===== config.mk =====
export PLATFORM = sky130hd
export DESIGN_NAME = cdf_lut_gen_flat
export DESIGN_NICKNAME = d
export VERILOG_FILES = /design/src/rtl/cdf_lut_gen_if.sv /design/src/rtl/cdf_lut_gen.sv /design/src/flat_wrapper.sv
export SDC_FILE = /design/constraint.sdc
export NUM_CORES = 1
export LEC_CHECK = 0
export CAP_MARGIN = 25
export CORE_ASPECT_RATIO = 2
export CORE_MARGIN = 3
export CORE_UTILIZATION = 49
export CTS_BUF_LIST = sky130_fd_sc_hd__clkbuf_4 sky130_fd_sc_hd__clkbuf_8 sky130_fd_sc_hd__clkbuf_16
export DETAILED_ROUTE_END_ITERATION = 8
export HOLD_SLACK_MARGIN = 0.1
export PLACE_DENSITY = 0.81
export SETUP_SLACK_MARGIN = 0.2
export SLEW_MARGIN = 20
export SYNTH_ARGS = -nofsm -noshare
export SYNTH_HDL_FRONTEND = slang
export SYNTH_SLANG_ARGS = --single-unit

===== constraint.sdc =====
create_clock -name clk -period 12.6 [get_ports clk]
set_clock_uncertainty 0.15 [all_clocks]
set_input_delay 1.89 -clock clk [delete_from_list [all_inputs] [get_ports clk]]
set_output_delay 1.89 -clock clk [all_outputs]
set_load 0.1 [all_outputs]

===== src/rtl/cdf_lut_gen_if.sv =====
// Scratch-memory and control bundle between the controller/scratch memory and cdf_lut_gen.
// The slave side is the LUT generator; the master side is the scratch memory and controller.
interface cdf_lut_gen_if;
  logic         lut_start_in;
  logic [127:0] scratchmem_input;
  logic [15:0]  ReadAddress;
  logic         WE;
  logic [15:0]  WriteAddress;
  logic [127:0] WriteBus;
  logic         lut_busy;
  logic         lut_done;

  modport master (
    output lut_start_in, scratchmem_input,
    input  ReadAddress, WE, WriteAddress, WriteBus, lut_busy, lut_done
  );

  modport slave (
    input  lut_start_in, scratchmem_input,
    output ReadAddress, WE, WriteAddress, WriteBus, lut_busy, lut_done
  );
endinterface


===== src/rtl/cdf_lut_gen.sv =====
// Scans the 256-bin CDF for cdf_min and total, then builds the 8-bit equalization LUT
// bin by bin (restoring divide) and writes it back packed 16 entries per 128-bit word.
module cdf_lut_gen #(
  parameter logic [15:0] CDF_BASE_ADDR = 16'd64,
  parameter logic [15:0] LUT_BASE_ADDR = 16'd128,
  parameter int          MAX_LEVEL     = 255
) (
  input  logic          clk,
  input  logic          reset,
  cdf_lut_gen_if.slave  bus
);

  localparam logic [31:0] MAX_Q = 32'(MAX_LEVEL);

  typedef enum logic [3:0] {
    IDLE, SCAN_RD, SCAN_CHK, MAP_RD, MAP_LD, DIV, PACK, WRITE, DONE
  } state_t;

  state_t         state, state_nxt;
  logic [5:0]     word;
  logic [7:0]     bin;
  logic [31:0]    cdf_min, total;
  logic [31:0]    quo, den_q;
  logic [32:0]    rem;
  logic [4:0]     div_cnt;
  logic [7:0]     lut;
  logic [127:0]   pack;

  logic [31:0]    lane0, lane1, lane2, lane3, sel, scan_val, den, num;
  logic           scan_hit, div_ge;
  logic [32:0]    rem_sh, rem_nxt;
  logic [31:0]    quo_nxt;
  logic [7:0]     quo_sat;
  logic [3:0]     pack_lane;

  assign lane0 = bus.scratchmem_input[127:96];
  assign lane1 = bus.scratchmem_input[95:64];
  assign lane2 = bus.scratchmem_input[63:32];
  assign lane3 = bus.scratchmem_input[31:0];

  // Lowest lane wins so cdf_min follows ascending bin order.
  assign scan_hit = (lane0 != '0) || (lane1 != '0) || (lane2 != '0) || (lane3 != '0);
  assign scan_val = (lane0 != '0) ? lane0 :
                    (lane1 != '0) ? lane1 :
                    (lane2 != '0) ? lane2 : lane3;

  always_comb begin
    sel = lane0;
    case (bin[1:0])
      2'd0: sel = lane0;
      2'd1: sel = lane1;
      2'd2: sel = lane2;
      default: sel = lane3;
    endcase
  end

  assign den = total - cdf_min;
  assign num = (sel - cdf_min) * MAX_Q;

  // One restoring-division step: shift in the next dividend bit, subtract if it fits.
  assign rem_sh  = {rem[31:0], quo[31]};
  assign div_ge  = rem_sh >= {1'b0, den_q};
  assign rem_nxt = div_ge ? (rem_sh - {1'b0, den_q}) : rem_sh;
  assign quo_nxt = {quo[30:0], div_ge};
  assign quo_sat = (quo_nxt > MAX_Q) ? MAX_Q[7:0] : quo_nxt[7:0];

  assign pack_lane = 4'd15 - bin[3:0];

  always_ff @(posedge clk or posedge reset) begin
    if (reset) state <= IDLE;
    else       state <= state_nxt;
  end

  always_comb begin
    state_nxt        = state;
    bus.WE           = 1'b0;
    bus.lut_done     = 1'b0;
    bus.lut_busy     = 1'b1;
    bus.ReadAddress  = CDF_BASE_ADDR + {10'd0, word};
    bus.WriteAddress = LUT_BASE_ADDR + {12'd0, bin[7:4]};
    bus.WriteBus     = pack;
    case (state)
      IDLE: begin
        bus.lut_busy = 1'b0;
        if (bus.lut_start_in) state_nxt = SCAN_RD;
      end
      SCAN_RD:  state_nxt = SCAN_CHK;
      SCAN_CHK: state_nxt = (word == 6'd63) ? MAP_RD : SCAN_RD;
      MAP_RD: begin
        bus.ReadAddress = CDF_BASE_ADDR + {10'd0, bin[7:2]};
        state_nxt       = MAP_LD;
      end
      MAP_LD: begin
        bus.ReadAddress = CDF_BASE_ADDR + {10'd0, bin[7:2]};
        state_nxt       = (den == '0 || sel < cdf_min) ? PACK : DIV;
      end
      DIV:   if (div_cnt == 5'd31) state_nxt = PACK;
      PACK:  state_nxt = (bin[3:0] == 4'd15) ? WRITE : MAP_RD;
      WRITE: begin
        bus.WE    = 1'b1;
        state_nxt = (bin == 8'd255) ? DONE : MAP_RD;
      end
      DONE: begin
        bus.lut_busy = 1'b0;
        bus.lut_done = 1'b1;
        state_nxt    = IDLE;
      end
      default: state_nxt = IDLE;
    endcase
  end

  always_ff @(posedge clk or posedge reset) begin
    if (reset) begin
      word    <= '0;
      bin     <= '0;
      cdf_min <= '0;
      total   <= '0;
      quo     <= '0;
      den_q   <= '0;
      rem     <= '0;
      div_cnt <= '0;
      lut     <= '0;
      pack    <= '0;
    end else begin
      case (state)
        IDLE: if (bus.lut_start_in) begin
          word    <= '0;
          bin     <= '0;
          cdf_min <= '0;
          total   <= '0;
          quo     <= '0;
          den_q   <= '0;
          rem     <= '0;
          div_cnt <= '0;
          lut     <= '0;
          pack    <= '0;
        end
        SCAN_CHK: begin
          // Latched values are nonzero, so zero doubles as "not yet found".
          if (cdf_min == '0 && scan_hit) cdf_min <= scan_val;
          if (word == 6'd63) begin
            total <= lane3;
            word  <= '0;
            bin   <= '0;
          end else begin
            word <= word + 6'd1;
          end
        end
        MAP_LD: begin
          if (den == '0) begin
            lut <= bin;
          end else if (sel < cdf_min) begin
            lut <= '0;
          end else begin
            quo     <= num;
            den_q   <= den;
            rem     <= '0;
            div_cnt <= '0;
          end
        end
        DIV: begin
          rem     <= rem_nxt;
          quo     <= quo_nxt;
          div_cnt <= div_cnt + 5'd1;
          if (div_cnt == 5'd31) lut <= quo_sat;
        end
        PACK: begin
          pack[{pack_lane, 3'b000} +: 8] <= lut;
          if (bin[3:0] != 4'd15) bin <= bin + 8'd1;
        end
        WRITE: if (bin != 8'd255) bin <= bin + 8'd1;
        default: ;
      endcase
    end
  end

endmodule


===== src/flat_wrapper.sv =====
// flat-port wrapper written by rule: the top's interface ports become plain ports
module cdf_lut_gen_flat 
#(
  parameter logic [15:0] CDF_BASE_ADDR = 16'd64,
  parameter logic [15:0] LUT_BASE_ADDR = 16'd128,
  parameter int          MAX_LEVEL     = 255
)
  (clk, reset, bus_lut_start_in, bus_scratchmem_input, bus_ReadAddress, bus_WE, bus_WriteAddress, bus_WriteBus, bus_lut_busy, bus_lut_done);
  cdf_lut_gen_if bus_i ();
  input  logic clk;
  input  logic reset;
  input wire logic [$bits(bus_i.lut_start_in)-1:0] bus_lut_start_in;
  input wire logic [$bits(bus_i.scratchmem_input)-1:0] bus_scratchmem_input;
  output wire logic [$bits(bus_i.ReadAddress)-1:0] bus_ReadAddress;
  output wire logic [$bits(bus_i.WE)-1:0] bus_WE;
  output wire logic [$bits(bus_i.WriteAddress)-1:0] bus_WriteAddress;
  output wire logic [$bits(bus_i.WriteBus)-1:0] bus_WriteBus;
  output wire logic [$bits(bus_i.lut_busy)-1:0] bus_lut_busy;
  output wire logic [$bits(bus_i.lut_done)-1:0] bus_lut_done;
  assign bus_i.lut_start_in = bus_lut_start_in;
  assign bus_i.scratchmem_input = bus_scratchmem_input;
  assign bus_ReadAddress = bus_i.ReadAddress;
  assign bus_WE = bus_i.WE;
  assign bus_WriteAddress = bus_i.WriteAddress;
  assign bus_WriteBus = bus_i.WriteBus;
  assign bus_lut_busy = bus_i.lut_busy;
  assign bus_lut_done = bus_i.lut_done;
  cdf_lut_gen #(.CDF_BASE_ADDR(CDF_BASE_ADDR), .LUT_BASE_ADDR(LUT_BASE_ADDR), .MAX_LEVEL(MAX_LEVEL)) u_core (.clk(clk), .reset(reset), .bus(bus_i));
endmodule

==> out/qor.yml <==
outcome: "completed"
worstPathMaxFanout: 8
timing.setup.tns_ps: 0
synth.most_common_cell: "nand2_1"
yosysWarnings: 0
antenna_left: 0
antenna_found_initial: 5
regToRegEndpoint: "u_core.quo[31]"
slew_headroom_pct: 27.1
synth.distinct_cells: 85
setup.worst_path.class: "primary input to register"
setup_viol: 0
critPathLaunchType: "primary input"
cp.arrival_ps: 10670
cts-root-buf: "clkbuf_16"
start_util_pct: 49.9
final_core_util_pct: 58.2
dp_hpwl_um: 65800
grtUsageTotal_pct: 29.6
placementRows: 117
r2r_slack_ps: 2650
cts_tree: "built"
finalCriticalPeriod_ps: 10360
grt_pass1_wl_um: 130000
min_path_type: "register to register"
clk_latency_ps: 590
drt-initial-drc-count: 2332
clkSinkCount: 319
reg2reg_from: "u_core.bin[0]"
async_flop_share_pct: 100
syn_area_sq_um: 25600
grt_pass1_vias: 23900
place_inst: 3802
cts-resized-gates: 0
hp-start: "u_core.den_q[2]"
post-cts-setup-buffers: 0
min_period_over_period_pct: 82.2
maxCapViolations: 0
seq_area_frac_synth_pct: 31.2
synth_top_cell_by_area: "dfrtp_1"
cts_htree_levels: 1
vias_per_cell: 6.12
wl_um: 83900
cts-buffers-inserted: 29
dr.pass1.iters: 8
cpMaxStageDelayCell: "fa_1"
worst_slack_ps: 2240
synthTopCellsByCount: "nand2_1 (365), dfrtp_1 (319), inv_1 (298)"
synth_edf_count: 0
vias: 23600
slowest_delay_ps: 590
core_sq_um: 51200
path_clk_slew_ps: 60
place.gp.congestion: 1.07
pin_count: 294
die_h_um: 329
die_area_sq_um: 55100
place_ws_ps: 1690
synth_top_area_share_pct: 31.2
syn_to_final_growth_pct: 16.6
gr-total-overflow: 0
fmax_ghz: 0.0965
worst_pin_slew_ps: 1090
worstHoldEndpoint: "u_core.den_q[2]"
wl_per_cell_um: 21.7
postSynthCellCount: 2983
yosys_most_used_dff: "dfrtp_1"
holdPathStages: 2
slew_violations: 0
fin_nets: 3586
clockBufferDepth: 3
drive_gt1_share_pct: 4.40
stdcell_count: 3862
drc: 0
end_kind: "register"
reg2reg_depth: 30
hold_viol: 0
synth_area_leaders: "dfrtp_1 (31%), fa_1 (9.0%), ha_1 (7.7%)"
portBuffers: 271
rsz0062_at_grt: "no"
synth_area_per_cell_sq_um: 8.57
die_width_um: 168
ys_ff_latch: 319
cp_data_required_time_ps: 12920
grt_max_degree: 166
hold_buffers: 0
## worst max-delay path: cells and delay by family
kind | cells | cell delay [ps]
AND/OR/NAND/NOR | 3 | 340
buffers and inverters | 6 | 830
XOR/XNOR | 2 | 480
adder cells (fa/ha/maj) | 7 | 3150
AO/OA/AOI/OAI | 18 | 3970
## per-stage QoR
| stage | hold WS [ps] | cell area [sq um] |
|---|---|---|
| detailed placement | 319 | 28700 |
| finish | 333 | 29800 |
| global route | 366 | 29800 |
| global placement | 314 | 28700 |
| CTS | 334 | 29800 |
| floorplan | 296 | 25600 |
## layout by cell type (no fill, tap or decap), types with 27 or more instances in the layout
cell type        Yosys  routed
nand2_1            365     365
dfrtp_1            319     319
inv_1              298     296
o21ai_0            283     283
clkdlybuf4s50_1      0     271
a21oi_1            196     195
nor2_1             169     167
ha_1               158     156
fa_1               115     115
a21o_1              87      87
a22o_1              74      74
nor3_1              68      68
xnor2_1             68      68
xor2_1              56      56
nor4_1              57      53
nand3_1             37      36
nand4_1             33      33
a222oi_1            32      32
buf_4               30      31
or3_1               29      29
clkbuf_16            0      29
mux2i_1             27      27
## registers in the layout, summed over array words and instances (netlist names)
name                 flops
u_core.state             4
u_core.lut               8
u_core.cdf_min          32
u_core.rem              32
u_core.quo              32
u_core.total            32
u_core.bus.WriteBus    128
u_core.bin               8
u_core.div_cnt           5
u_core.den_q            32
u_core.word              6
## cell families (layout without fill, tap and decap cells)
kind of cell    Yosys count  in the layout  share of synthesized area [%]
simple gates            861            861                           15.6
fa+ha+maj               275            275                           16.8
flops                   319            319                           31.2
other cells               2             26                         0.0294
xor+xnor                125            125                           4.34
compound gates          898            898                           22.8
buf+inv                 458            659                           7.32
mux                      45             45                           1.85
## cell type report
class                   count  area (sq um)
diodes                      4          10.0
clock buffers              34           782
clock inverters            19           256
fillers                  4472         21400
inverters                 298          1130
multi-input cells        2226         15800
flip-flops and latches    319          7980
well taps                 654           818
repair buffers            308          2990
## worst max path at each step
stage	from	depth (start not counted)	slack (ps)	endpoint
2_1_floorplan	reset	1	1730	u_core.bin[0]
3_3_place_gp	bus_scratchmem_input[96]	36	1890	u_core.quo[31]
3_5_place_dp	bus_scratchmem_input[64]	36	1690	u_core.quo[31]
4_1_cts	bus_scratchmem_input[64]	36	2240	u_core.quo[31]
5_1_grt	bus_scratchmem_input[96]	36	1510	u_core.quo[31]
6_report	bus_scratchmem_input[64]	36	2240	u_core.quo[31]
## metal layers
layer / GRT usage [%] / vias to the layer above / wire, um
li1: - / 10900 / -
met5: 0 / - / 15
met3: 4.36 / 316 / 5480
met2: 54.5 / 1134 / 43600
met4: 19.4 / 2 / 6140
met1: 30.9 / 11300 / 28700
Power is not shown: default switching activity piles up to over one toggle a cycle in this logic, so the estimate is an artifact.
